`src/rtl/onehot_window_monitor.sv`:
```
// Window statistics for a 4-bit one-hot decoder output: per-line hit counts plus a
// multi-hot error count, reported as five tagged words over valid/ready at each window end.
module onehot_window_monitor #(
    parameter int unsigned WINDOW = 256,
    parameter int unsigned CW     = 8
) (
    input  logic          uclk,
    input  logic          urst,
    input  logic          en,
    input  logic [3:0]    y_in,
    output logic [CW-1:0] out_data,
    output logic [2:0]    out_tag,
    output logic          out_valid,
    input  logic          out_ready,
    output logic          overrun,
    output logic          busy
);

    localparam int unsigned   WW       = 16;
    localparam logic [WW-1:0] WIN_LAST = WW'(WINDOW - 1);
    localparam logic [CW-1:0] CNT_MAX  = '1;
    localparam logic [CW-1:0] CNT_ONE  = CW'(1);

    typedef enum logic {StIdle, StSend} state_e;

    state_e        state_q, state_d;
    logic [WW-1:0] win_q, win_d;
    logic [CW-1:0] hit_q [4];
    logic [CW-1:0] hit_d [4];
    logic [CW-1:0] err_q, err_d;
    logic [CW-1:0] snap  [5];
    logic [CW-1:0] rep_q [5];
    logic [CW-1:0] rep_d [5];
    logic [2:0]    idx_q, idx_d;
    logic [CW-1:0] data_q, data_d;
    logic          overrun_q, overrun_d;
    logic          multi, single, term;

    // Clearing the lowest set bit leaves something only when two or more bits are set.
    assign multi  = |(y_in & (y_in - 4'd1));
    assign single = (y_in != 4'd0) && !multi;
    assign term   = en && (win_q == WIN_LAST);

    // Snapshot includes the current sample so the terminal cycle is not lost.
    always_comb begin
        for (int k = 0; k < 4; k++) begin
            snap[k] = hit_q[k];
            if (single && y_in[k] && (hit_q[k] != CNT_MAX)) begin
                snap[k] = hit_q[k] + CNT_ONE;
            end
        end
        snap[4] = err_q;
        if (multi && (err_q != CNT_MAX)) begin
            snap[4] = err_q + CNT_ONE;
        end
    end

    always_comb begin
        win_d     = win_q;
        hit_d     = hit_q;
        err_d     = err_q;
        state_d   = state_q;
        idx_d     = idx_q;
        rep_d     = rep_q;
        data_d    = data_q;
        overrun_d = overrun_q;

        if (en) begin
            if (term) begin
                win_d = '0;
                for (int k = 0; k < 4; k++) begin
                    hit_d[k] = '0;
                end
                err_d = '0;
            end else begin
                win_d = win_q + 16'd1;
                for (int k = 0; k < 4; k++) begin
                    hit_d[k] = snap[k];
                end
                err_d = snap[4];
            end
        end

        unique case (state_q)
            StIdle: begin
                if (term) begin
                    rep_d   = snap;
                    state_d = StSend;
                    idx_d   = 3'd0;
                    data_d  = snap[0];
                end
            end
            StSend: begin
                // A window ending while a report is in flight is dropped, not queued.
                if (term) begin
                    overrun_d = 1'b1;
                end
                if (out_ready) begin
                    if (idx_q == 3'd4) begin
                        state_d = StIdle;
                        idx_d   = 3'd0;
                        data_d  = '0;
                    end else begin
                        idx_d  = idx_q + 3'd1;
                        data_d = rep_q[idx_d];
                    end
                end
            end
            default: state_d = StIdle;
        endcase
    end

    always_ff @(posedge uclk) begin
        if (urst) begin
            state_q   <= StIdle;
            win_q     <= '0;
            for (int k = 0; k < 4; k++) begin
                hit_q[k] <= '0;
            end
            err_q     <= '0;
            for (int k = 0; k < 5; k++) begin
                rep_q[k] <= '0;
            end
            idx_q     <= 3'd0;
            data_q    <= '0;
            overrun_q <= 1'b0;
        end else begin
            state_q   <= state_d;
            win_q     <= win_d;
            hit_q     <= hit_d;
            err_q     <= err_d;
            rep_q     <= rep_d;
            idx_q     <= idx_d;
            data_q    <= data_d;
            overrun_q <= overrun_d;
        end
    end

    assign out_data  = data_q;
    assign out_tag   = idx_q;
    assign out_valid = (state_q == StSend);
    assign busy      = (state_q == StSend);
    assign overrun   = overrun_q;

endmodule

```
`config.mk`:
```
export PLATFORM = sky130hd
export DESIGN_NAME = onehot_window_monitor
export DESIGN_NICKNAME = d
export VERILOG_FILES = /design/src/rtl/onehot_window_monitor.sv
export SDC_FILE = /design/constraint.sdc
export NUM_CORES = 1
export LEC_CHECK = 0
export BUFFER_PORTS_ARGS = -buffer_cell sky130_fd_sc_hd__buf_4
export CORE_ASPECT_RATIO = 0.8
export CORE_MARGIN = 4
export CORE_UTILIZATION = 51
export CTS_CLUSTER_SIZE = 14
export DETAILED_ROUTE_END_ITERATION = 16
export GPL_ROUTABILITY_DRIVEN = 0
export PLACE_DENSITY_LB_ADDON = 0.25
export SYNTH_ARGS = -nofsm -noshare
export SYNTH_HDL_FRONTEND = slang
export SYNTH_SLANG_ARGS = --single-unit
```
`constraint.sdc`:
```
create_clock -name uclk -period 2.36 [get_ports uclk]
set_clock_uncertainty 0.2 [all_clocks]
set_input_delay 0.236 -clock uclk [delete_from_list [all_inputs] [get_ports uclk]]
set_output_delay 0.236 -clock uclk [all_outputs]
set_load 0.01 [all_outputs]
```
==> results.md <==
- Status: finished, violations left
- Failing checks: setup timing
- Tmin final: between 2000 and 3000 ps
- Seq/Total Area, Yosys: a little under two fifths
- Hold depth: 3
- Final HPWL DP: about 11 mm
- Routed length per placed instance: ~18 um
- CTS tree: yes
- WHS Endpoint: out_tag[1]$_SDFFE_PP0P_
- Critical R2R Launch: win_q[8]$_SDFFE_PP0P_
- Mapped Area: 0.00584 mm2
- CP Launch Type: flop
- # fillers: around 920
- Avg Inst Size Synth: around 8.4 um2
- Ys flop type: dfxtp_1
- Multi-input logic area: roughly 0.0036 mm2
- YS warnings: 0
- R2r endpoint: rep_q[6]$_SDFFE_PP0P_
- Antenna violations before repair: 0
- Period utilization: 106%
- Setup ws final: -146 ps
- Synth Net Count: between 700 and 800
- RSZ-0062 raised after global routing: yes
- Top fanout value on the critical path: 8
- DRT iter0 DRCs: 564
- Hold Crit Start: out_ready
- Arrival time of the worst setup path: 2570 ps
- Synth area leader: dfxtp_1
- Worst Path Buf+Inv: 3
- Crit-path leading delay family: simple AND/OR/NAND/NOR gates
- Sw Ratio: 22.5%
- Seq cells post-synth: between 100 and 150
- Clk pwr share: between 40% and 50%
- # rows: 34
- Placed cell areas: between 0.006 and 0.007 mm2
- H-tree depth: 3
- Worst skew pair latency: between 300 and 400 ps
- Power density cells: ~500 mW/mm2
- Total power: between 3 and 4 mW
- FF/Latch Area: about 0.0022 mm2
- Die Y: 104 um
- # IOs: 22
- Clock transition at path regs: about 70 ps
- Core area: approximately 0.011 mm2
- Antenna cell count: 0
- Final std cells w/o fill: 904
- Most used cell, CP: or4_4
- Area of the die: between 0.01 and 0.015 mm2
- Syn Inst Count: between 600 and 700
- Max-cap check violation count: 0
- Drt total wl: 16.7 mm
- CTS Sinks: between 100 and 150
- Commonest cells in the netlist: dfxtp_1, nor2_1, nand2_1
- Number of buffers created by CTS: 9
- Max Freq: between 300 and 400 MHz
- Largest net degree at the start of global routing: 38
- Vias in the first global route: roughly 5000
- Slew Limit Fails: 0
- DRT antenna net count: 0
- Ranking of synthesized cells by area: dfxtp_1, a21oi_1, nor2_1
- Global-route wire length before repair: ~26 mm
- Top cell type's share of synthesized area: between 30 and 40%
- DRC violations left: 0
- Leak: between 2 and 3 nW
- Starting Density: about 53%
- Post-Route Setup TNS: -1690 ps
- R2R setup slack: -150 ps
- Die W: between 100 and 150 um
- Internal power: approximately 2.8 mW
- Drt first pass iters: 5
- Placed Cells: 876
- Ys async rst share: 0%
- Area Growth Syn to Fin: 23.1%
- IR drop worst, VDD: about 0.36 mV
- Port bufs: 21
- Vias: ~5700
- Logic pwr share: 5.2%
- CP Data Required Time: ~2400 ps
- Worst slew pin tran: 564 ps
- CTS root buffer: clkbuf_16
- Gr ovfl total: 0
- Relative max-transition margin: 62.1%
- Post-synth cell types: 67
- Crit path from: win_q[8]$_SDFFE_PP0P_
- EDFF count, synth: 0
- Vias per cell: between 6 and 7
- Worst hold path type: primary input to flop
- Reg2reg path depth: 8
- Tot GR Track Use: about a quarter
- Worst path cell trace: or4_4 > or4_4 > buf_8 > nor2_8 > buf_6 > buf_12 > o211ai_1 > a21oi_1
- Max incr delay on CP: around 540 ps
- NumNets Final: between 700 and 800
- Switching pwr: around 0.80 mW
- Setup CP Type: flop to flop
- Top-count cell post-synth: dfxtp_1
- Post-Place Setup Slack: -153 ps
- Finished Cell Area: a little over 0.007 mm2
- CP Capture Type: flop
- Share of post-route cells with drive strength above 1: ~25%
- Sequential share of power: between 50 and 60%
- Slowest CP cell: or4_4
- Final Hold Fails: 0
- Clock Tree Buf Depth: 2
- Setup violations, final: 39
[per-layer routing]
metal	global-route usage [%]	vias up	wire, um
li1	-	2700	-
met1	34.4	2735	7610
met2	37.1	194	7740
met3	5.40	21	1170
met4	5.83	0	196
met5	0	-	0
[how the worst max path moves through the flow]
stage,to,cells after the start,slack [ps]
detailed placement,rep_q[28]$_SDFFE_PP0P_,7,-150
finish,rep_q[6]$_SDFFE_PP0P_,8,-150
CTS,rep_q[22]$_SDFFE_PP0P_,7,-80
global placement,rep_q[7]$_SDFFE_PP0P_,7,-50
floorplan,out_data[6]$_SDFFE_PP0P_,7,30
global route,rep_q[6]$_SDFFE_PP0P_,8,-210
[power groups by stage]
stage          registers (mW)  logic (mW)  clock network (mW)
2_1_floorplan            1.89       0.102                   0
3_3_place_gp             1.89       0.168                   0
3_5_place_dp             1.89       0.172                   0
4_1_cts                  1.85       0.173                1.54
5_1_grt                  1.85       0.200                1.63
6_report                 1.85       0.186                1.53
[registers in the layout, summed over array words and instances, names as in the netlist]
signal,flops
busy,1
err_q,8
hit_q,32
out_data,8
out_tag,3
overrun,1
rep_q,40
win_q,16
[worst reg2reg max path: stages (launching register included)]
cell      delay (ps)
dfxtp_2          330
or4_4            540
or4_4            530
buf_8            170
nor2_8           120
buf_6            140
buf_12           120
o211ai_1         110
a21oi_1          180
[placed cells by master (no fill, tap or decap), types with 9 or more instances in the layout]
master	instances
dfxtp_1	106
buf_4	84
nor2_1	71
nand2_1	63
a21oi_1	59
nand3_1	22
a211oi_2	22
mux2i_1	19
xor2_1	17
a211oi_1	16
nor3_1	15
nand4_1	14
and3_1	14
o211ai_1	12
o21ai_0	11
xnor2_1	11
a31oi_1	10
clkbuf_16	10
inv_1	9
[per-stage QoR]
step	util, %	hold slack, ps
2_1_floorplan	-	212
3_3_place_gp	59.0	243
3_5_place_dp	59.0	247
4_1_cts	62.8	0.555
5_1_grt	65.2	32.7
6_report	65.2	11.9
[logic make-up (layout without fill, tap and decap cells)]
group	count (synthesis)	after routing	synth area share [%]
flip-flops	109	109	37.4
multiplexers	23	23	4.22
AND/OR/NAND/NOR	267	267	23.2
adder cells (fa/ha/maj)	10	10	2.06
XOR/XNOR	29	29	4.35
AO/OA/AOI/OAI	195	195	24.0
buffers and inverters	61	127	4.76
[area by class of cell]
cell class              count  share of cell area, %
clock buffers              13                   3.48
clock inverters             3                  0.627
inverters                   9                  0.470
multi-input cells         524                   50.0
flip-flops and latches    109                   30.4
well taps                 144                   2.51
repair buffers            102                   12.5
[what timing repair did]
item	4_1_cts	5_1_grt
pin swaps	6	28
buffers inserted	8	5
hold buffers	0	0
setup endpoints to repair	50	68
cloned	2	2
gates resized for setup	15	59
No activity file was read; power rests on OpenSTA's default activity.
